File: src/rtl/aes_block_loader_pkg.sv
// Shared types and sizing for the AES block loader.
// The key width follows the round count: 10/12/14 rounds -> 4/6/8 key words.
package aes_block_loader_pkg;
  localparam int NUM_ROUNDS        = 10;
  localparam int DEFAULT_KEY_WORDS = NUM_ROUNDS - 6;
  localparam int WORDS_PER_BLOCK   = 4;
  localparam int WORD_W            = 32;

  typedef logic [127:0]                  state_t;
  typedef logic [32*DEFAULT_KEY_WORDS-1:0] key_t;
endpackage

File: src/rtl/aes_block_loader_if.sv
// Word-stream input and block-slot output of the AES block loader.
// The loader takes the slave view; the feeder/pipeline side takes the master view.
interface aes_block_loader_if
  import aes_block_loader_pkg::*;
#(
  parameter int KEY_WORDS = DEFAULT_KEY_WORDS,
  parameter int CNT_W     = 16
);
  logic                   in_valid;
  logic                   in_ready;
  logic [WORD_W-1:0]      in_data;
  logic                   in_is_key;
  logic                   out_valid;
  logic                   out_ready;
  state_t                 out_state;
  logic [32*KEY_WORDS-1:0] out_key;
  logic                   key_loaded;
  logic                   err;
  logic [CNT_W-1:0]       blocks_issued;

  modport slave (
    input  in_valid, in_data, in_is_key, out_ready,
    output in_ready, out_valid, out_state, out_key, key_loaded, err, blocks_issued
  );

  modport master (
    output in_valid, in_data, in_is_key, out_ready,
    input  in_ready, out_valid, out_state, out_key, key_loaded, err, blocks_issued
  );
endinterface

File: src/rtl/aes_word_shift_reg.sv
// MSB-first shift register of WORDS 32-bit words; next_val is the content after this shift.
// Single cycle; done pulses with the shift that completes the group; no backpressure of its own.
module aes_word_shift_reg
  import aes_block_loader_pkg::*;
#(
  parameter int WORDS = 4
) (
  input  logic                  clock,
  input  logic                  reset,
  input  logic                  clear,
  input  logic                  shift,
  input  logic [WORD_W-1:0]     din,
  output logic [WORDS*32-1:0]   next_val,
  output logic                  done,
  output logic                  busy
);
  localparam int CW = $clog2(WORDS);

  logic [WORDS*32-1:0] shadow;
  logic [CW-1:0]       cnt;

  assign next_val = {shadow[WORDS*32-33:0], din};
  assign done     = shift && (cnt == CW'(WORDS-1));
  assign busy     = (cnt != '0);

  always_ff @(posedge clock) begin
    if (reset) begin
      shadow <= '0;
      cnt    <= '0;
    end else if (clear) begin
      cnt <= '0;
    end else if (shift) begin
      shadow <= next_val;
      cnt    <= done ? '0 : cnt + CW'(1);
    end
  end
endmodule

File: src/rtl/aes_block_loader.sv
// Assembles key and 128-bit data blocks from a word stream into one registered output slot.
// Block valid one cycle after its 4th data word; input stalls while the slot is full and not draining.
module aes_block_loader
  import aes_block_loader_pkg::*;
#(
  parameter int KEY_WORDS = DEFAULT_KEY_WORDS,
  parameter int CNT_W     = 16
) (
  input  logic               clock,
  input  logic               reset,
  aes_block_loader_if.slave  bus
);
  localparam int KW = 32*KEY_WORDS;

  logic          in_ready;
  logic          key_acc, data_acc, data_ok;
  logic          key_clr, data_clr, err_d;
  logic          kdone, kbusy, ddone, dbusy;
  logic [KW-1:0] key_next, key_active, out_key_q;
  state_t        data_next, out_state_q;
  logic          out_valid_q, key_loaded_q, err_q, take;
  logic [CNT_W-1:0] cnt_q;

  assign in_ready = !reset && !(out_valid_q && !bus.out_ready);
  assign take     = out_valid_q && bus.out_ready;

  always_comb begin
    key_acc  = 1'b0;
    data_acc = 1'b0;
    data_ok  = 1'b0;
    key_clr  = 1'b0;
    data_clr = 1'b0;
    err_d    = 1'b0;
    if (bus.in_valid && in_ready) begin
      key_acc  = bus.in_is_key;
      data_acc = !bus.in_is_key;
    end
    // a word of the other kind abandons whatever partial group was in progress
    data_clr = key_acc && dbusy;
    key_clr  = data_acc && kbusy;
    data_ok  = data_acc && key_loaded_q;
    err_d    = data_clr || key_clr || (data_acc && !key_loaded_q);
  end

  aes_word_shift_reg #(.WORDS(KEY_WORDS)) u_key_sr (
    .clock    (clock),
    .reset    (reset),
    .clear    (key_clr),
    .shift    (key_acc),
    .din      (bus.in_data),
    .next_val (key_next),
    .done     (kdone),
    .busy     (kbusy)
  );

  aes_word_shift_reg #(.WORDS(WORDS_PER_BLOCK)) u_data_sr (
    .clock    (clock),
    .reset    (reset),
    .clear    (data_clr),
    .shift    (data_ok),
    .din      (bus.in_data),
    .next_val (data_next),
    .done     (ddone),
    .busy     (dbusy)
  );

  always_ff @(posedge clock) begin
    if (reset) begin
      key_active   <= '0;
      key_loaded_q <= 1'b0;
      out_valid_q  <= 1'b0;
      out_state_q  <= '0;
      out_key_q    <= '0;
      err_q        <= 1'b0;
      cnt_q        <= '0;
    end else begin
      err_q <= err_d;
      if (kdone) begin
        key_active   <= key_next;
        key_loaded_q <= 1'b1;
      end
      // the slot captures its own key copy so later commits leave it alone
      if (ddone) begin
        out_state_q <= data_next;
        out_key_q   <= key_active;
        out_valid_q <= 1'b1;
      end else if (take) begin
        out_valid_q <= 1'b0;
      end
      if (take) cnt_q <= cnt_q + CNT_W'(1);
    end
  end

  assign bus.in_ready      = in_ready;
  assign bus.out_valid     = out_valid_q;
  assign bus.out_state     = out_state_q;
  assign bus.out_key       = out_key_q;
  assign bus.key_loaded    = key_loaded_q;
  assign bus.err           = err_q;
  assign bus.blocks_issued = cnt_q;
endmodule

File: src/flat_wrapper.sv
// flat-port wrapper written by rule: the top's interface ports become plain ports
module aes_block_loader_flat import aes_block_loader_pkg::*;
#(
  parameter int KEY_WORDS = DEFAULT_KEY_WORDS,
  parameter int CNT_W     = 16
)
  (clock, reset, bus_in_valid, bus_in_data, bus_in_is_key, bus_out_ready, bus_in_ready, bus_out_valid, bus_out_state, bus_out_key, bus_key_loaded, bus_err, bus_blocks_issued);
  aes_block_loader_if #(.KEY_WORDS(KEY_WORDS), .CNT_W(CNT_W)) bus_i ();
  input  logic clock;
  input  logic reset;
  input wire logic [$bits(bus_i.in_valid)-1:0] bus_in_valid;
  input wire logic [$bits(bus_i.in_data)-1:0] bus_in_data;
  input wire logic [$bits(bus_i.in_is_key)-1:0] bus_in_is_key;
  input wire logic [$bits(bus_i.out_ready)-1:0] bus_out_ready;
  output wire logic [$bits(bus_i.in_ready)-1:0] bus_in_ready;
  output wire logic [$bits(bus_i.out_valid)-1:0] bus_out_valid;
  output wire logic [$bits(bus_i.out_state)-1:0] bus_out_state;
  output wire logic [$bits(bus_i.out_key)-1:0] bus_out_key;
  output wire logic [$bits(bus_i.key_loaded)-1:0] bus_key_loaded;
  output wire logic [$bits(bus_i.err)-1:0] bus_err;
  output wire logic [$bits(bus_i.blocks_issued)-1:0] bus_blocks_issued;
  assign bus_i.in_valid = bus_in_valid;
  assign bus_i.in_data = bus_in_data;
  assign bus_i.in_is_key = bus_in_is_key;
  assign bus_i.out_ready = bus_out_ready;
  assign bus_in_ready = bus_i.in_ready;
  assign bus_out_valid = bus_i.out_valid;
  assign bus_out_state = bus_i.out_state;
  assign bus_out_key = bus_i.out_key;
  assign bus_key_loaded = bus_i.key_loaded;
  assign bus_err = bus_i.err;
  assign bus_blocks_issued = bus_i.blocks_issued;
  aes_block_loader #(.KEY_WORDS(KEY_WORDS), .CNT_W(CNT_W)) u_core (.clock(clock), .reset(reset), .bus(bus_i));
endmodule
File: config.mk
export PLATFORM = sky130hd
export DESIGN_NAME = aes_block_loader_flat
export DESIGN_NICKNAME = d
export VERILOG_FILES = /design/src/rtl/aes_block_loader_pkg.sv /design/src/rtl/aes_block_loader_if.sv /design/src/rtl/aes_word_shift_reg.sv /design/src/rtl/aes_block_loader.sv /design/src/flat_wrapper.sv
export SDC_FILE = /design/constraint.sdc
export NUM_CORES = 1
export LEC_CHECK = 0
export ABC_AREA = 1
export CELL_PAD_IN_SITES_DETAIL_PLACEMENT = 0
export CELL_PAD_IN_SITES_GLOBAL_PLACEMENT = 1
export CORE_ASPECT_RATIO = 1.25
export CORE_MARGIN = 4
export CORE_UTILIZATION = 45
export DETAILED_ROUTE_END_ITERATION = 10
export DONT_BUFFER_PORTS = 1
export GPL_ROUTABILITY_DRIVEN = 0
export PLACE_DENSITY_LB_ADDON = 0.1
export SLEW_MARGIN = 40
export SYNTH_ARGS = -nofsm -noshare
export SYNTH_HDL_FRONTEND = slang
export SYNTH_SLANG_ARGS = --single-unit
File: constraint.sdc
create_clock -name clock -period 2.9 [get_ports clock]
set_clock_uncertainty 0.1 [all_clocks]
set_input_delay 0.29 -clock clock [delete_from_list [all_inputs] [get_ports clock]]
set_output_delay 0.29 -clock clock [all_outputs]
set_load 0.01 [all_outputs]
==> results.cfg <==
[synth]
syn_nets = 2672
synth-simple-area-share_pct = 19.2
synth-seq-area-share_pct = 57.3
post_synth_xor_area_fraction_pct = 0.0418
post_synth.cell_area_avg_um2 = 7.96
post_synth_adder_cell_area_pct = 0.299
synth_compound_gate_area_share_pct = 16.6
netlist_instances = 2630
largest_family_of_logic_cells_by_synthesized_area = simple AND/OR/NAND/NOR gates
synth_mux_area_share_pct = 0
post_synthesis_cell_type_count = 29
post_synth_instance_area_mm2 = 0.0209
postSynthRegisterBits = 599
number_of_synthesis_warnings = 0

[worst_setup_path]
depth_of_the_worst_register_to_register_path = 8
arrival_ps = 3200
start_kind = primary input
critical_path_peak_fanout = 138
criticalPathCategory = primary input to flop
timing.reg2reg.setup_slack_ps = 160
cp-end-kind = flop
timing.rr.start = u_core.bus.out_valid$_SDFFE_PP0P_
worstPathRequired_ps = 3340
rr_endpoint = u_core.key_active[81]$_SDFFE_PP0P_

[pwr]
vdd_ir_drop_max_mv = 0.531
overall_power_consumption_uw = 16100
p_per_area_mw_per_mm2 = 678
total_leakage_power_uw = 0.00879

[cts]
clockBufferDepth = 3
cts_root_buf = sky130_fd_sc_hd__clkbuf_16
clkSinkCount = 599
htree_num_levels = 2
cts.reportedPaths.clkPinSlew_ps = 60
cts_inserted_buffers = 58
cts_tree = yes
clock_latency_ps = 610

[route]
routed_wl_um = 63700
drc = 0
detailedRoute.firstPassIterationCount = 6
initialDrtViolationCount = 1086
antenna_left = 0
detail_route.vias_per_cell = 5.25
routed-via-count = 16986
routed_wire_length_per_instance_um = 19.7

[cells_and_area]
post_route_cells_drive_above_1_share_pct = 4.53
fin_util_pct = 51.4
layout.cells.most_common = sky130_fd_sc_hd__nor2_1
final_net_count = 2649
stdcell_count = 3233
insertedDiodeCount = 0
fillerInstances = 4554
area_taken_by_multi_input_logic_gates_mm2 = 0.00759
layout.area.seq_mm2 = 0.0120
layout_common_cells = 713 x sky130_fd_sc_hd__nor2_1, 599 x sky130_fd_sc_hd__dfxtp_1, 326 x sky130_fd_sc_hd__o21ai_0
syn2layout_area_growth_pct = 13.2

[grt]
global_route_wire_length_before_repair_um = 97000
grt_antenna_before_repair = 5
grt_start_max_net_pins = 197
grtUsageTotal_pct = 24.4
gr-total-overflow = 0
first_global_vias = 16151

[timing]
final_total_negative_setup_slack_ps = 0
worst_pin_slew_ps = 748
final-setup-viol-count = 0
fin_crit_sh_pct = 94.9
fin_crit_ps = 2750
finalMaxSlewViolations = 0
timing.slew.headroom_pct = 50.2
rsz0062_at_grt = no
final-hold-violation-count = 0
max_clock_freq_ghz = 0.363

[min_path]
whs_path_depth = 2
min_from = reset
holdPathEnd = u_core.u_data_sr.shadow[39]$_SDFFE_PP0P_
min_path_type = primary input to flop

[job]
drv_cap = 0

[floorplanning]
io-pin-count = 313
core_mm2 = 0.0461
chipHeight_um = 249
design.die.area_mm2 = 0.0501
dieWidth_um = 201
placementRows = 88
initial_core_util_pct = 45.4

[placed_design]
io_buffer_count = 0
placed_cells = 3052
place_hpwl_um = 41100

[outcome]
status = finished clean
critical path, stage by stage:
cell	delay, ps
sky130_fd_sc_hd__buf_16	380
sky130_fd_sc_hd__clkinv_8	360
sky130_fd_sc_hd__nand4_4	240
sky130_fd_sc_hd__nor2_8	60
sky130_fd_sc_hd__inv_2	500
sky130_fd_sc_hd__buf_4	400
sky130_fd_sc_hd__nand2_1	80
sky130_fd_sc_hd__a21oi_1	130
sky130_fd_sc_hd__dlygate4sd3_1	560
cell usage after synthesis:
master / instances / share of area [%]
sky130_fd_sc_hd__nand2_4: 1 / 0.054
sky130_fd_sc_hd__nor2_8: 1 / 0.096
sky130_fd_sc_hd__buf_6: 30 / 1.6
sky130_fd_sc_hd__o21ai_0: 326 / 7.8
sky130_fd_sc_hd__o21ai_1: 89 / 2.1
sky130_fd_sc_hd__clkbuf_1: 121 / 2.2
sky130_fd_sc_hd__dfxtp_1: 599 / 57
sky130_fd_sc_hd__inv_4: 1 / 0.030
sky130_fd_sc_hd__inv_1: 93 / 1.7
sky130_fd_sc_hd__nor3b_1: 3 / 0.11
sky130_fd_sc_hd__xor2_1: 1 / 0.042
sky130_fd_sc_hd__nand3b_1: 1 / 0.036
sky130_fd_sc_hd__ha_1: 5 / 0.30
sky130_fd_sc_hd__nand4_4: 2 / 0.20
sky130_fd_sc_hd__buf_1: 5 / 0.090
sky130_fd_sc_hd__nand4_1: 4 / 0.12
sky130_fd_sc_hd__a211oi_1: 1 / 0.036
sky130_fd_sc_hd__nor2_4: 1 / 0.054
sky130_fd_sc_hd__nor2_1: 713 / 13
sky130_fd_sc_hd__buf_4: 7 / 0.25
sky130_fd_sc_hd__inv_2: 2 / 0.036
sky130_fd_sc_hd__buf_2: 27 / 0.65
sky130_fd_sc_hd__nor3_1: 5 / 0.12
sky130_fd_sc_hd__nand2_1: 301 / 5.4
sky130_fd_sc_hd__or2_2: 1 / 0.030
sky130_fd_sc_hd__clkinv_2: 1 / 0.024
sky130_fd_sc_hd__nand3_1: 8 / 0.19
sky130_fd_sc_hd__nand2_2: 1 / 0.030
sky130_fd_sc_hd__a21oi_1: 280 / 6.7
final cells by class:
| cell class | count | area share, % |
|---|---|---|
| Clock inverter | 13 | 0.496 |
| Timing Repair Buffer | 107 | 5.00 |
| Inverter | 97 | 1.63 |
| Tap cell | 585 | 3.09 |
| Sequential cell | 599 | 50.6 |
| Multi-Input combinational cell | 1744 | 32.0 |
| Clock buffer | 88 | 7.16 |
power by group:
| group | internal, µW | switching, µW | total (µW) |
|---|---|---|---|
| Clock | 4180 | 3120 | 7300 |
| Sequential | 8280 | 27.0 | 8310 |
| Combinational | 136 | 326 | 462 |
layer usage:
metal  wire length (µm)  global-route usage (%)
met5                 48                       0
met4               1970                    8.09
met3               4600                    7.17
met2              31500                    42.3
met1              25600                    29.0
sequential cells by signal, summed over array words and instances, names as in the netlist:
register,count
u_core.bus.key_loaded,1
u_core.u_data_sr.cnt,2
u_core.bus.err,1
u_core.bus.out_key,128
u_core.bus.out_state,128
u_core.bus.out_valid,1
u_core.bus.blocks_issued,16
u_core.u_key_sr.cnt,2
u_core.u_data_sr.shadow,96
u_core.u_key_sr.shadow,96
u_core.key_active,128
logic make-up (layout without fill, tap and decap cells):
kind of cell	count (synthesis)	in the layout
AO/OA/AOI/OAI	696	696
XOR/XNOR	1	1
adder cells (fa/ha/maj)	5	5
buffers and inverters	287	305
flip-flops	599	599
AND/OR/NAND/NOR	1042	1042
repair_timing:
action	CTS	global route
endpoints found under the setup margin	0	1
buffers inserted	0	0
endpoints found under the hold margin	303	0
hold buffers	80	0
resized for setup	0	1
metrics by stage:
| stage | worst slack, ps | cell area [µm²] | hold WS [ps] |
|---|---|---|---|
| floorplan | 1280 | 20900 | 330 |
| global placement | 729 | 21000 | 276 |
| detailed placement | 652 | 21100 | 280 |
| CTS | 160 | 23700 | 80.7 |
| global route | 5.58 | 23700 | 99.1 |
| finish | 148 | 23700 | 64.1 |
how the worst max path moves through the flow:
stage,start,endpoint,slack [ps]
floorplan,reset,u_core.bus.out_state[105]$_SDFFE_PP0P_,1280
global placement,u_core.bus.out_valid$_SDFFE_PP0P_,u_core.key_active[38]$_SDFFE_PP0P_,730
detailed placement,reset,u_core.key_active[58]$_SDFFE_PP0P_,650
CTS,u_core.bus.out_valid$_SDFFE_PP0P_,u_core.key_active[2]$_SDFFE_PP0P_,160
global route,reset,u_core.u_data_sr.shadow[37]$_SDFFE_PP0P_,6
finish,reset,u_core.u_data_sr.shadow[41]$_SDFFE_PP0P_,150
Note: power is estimated with default switching activity, not from simulation.
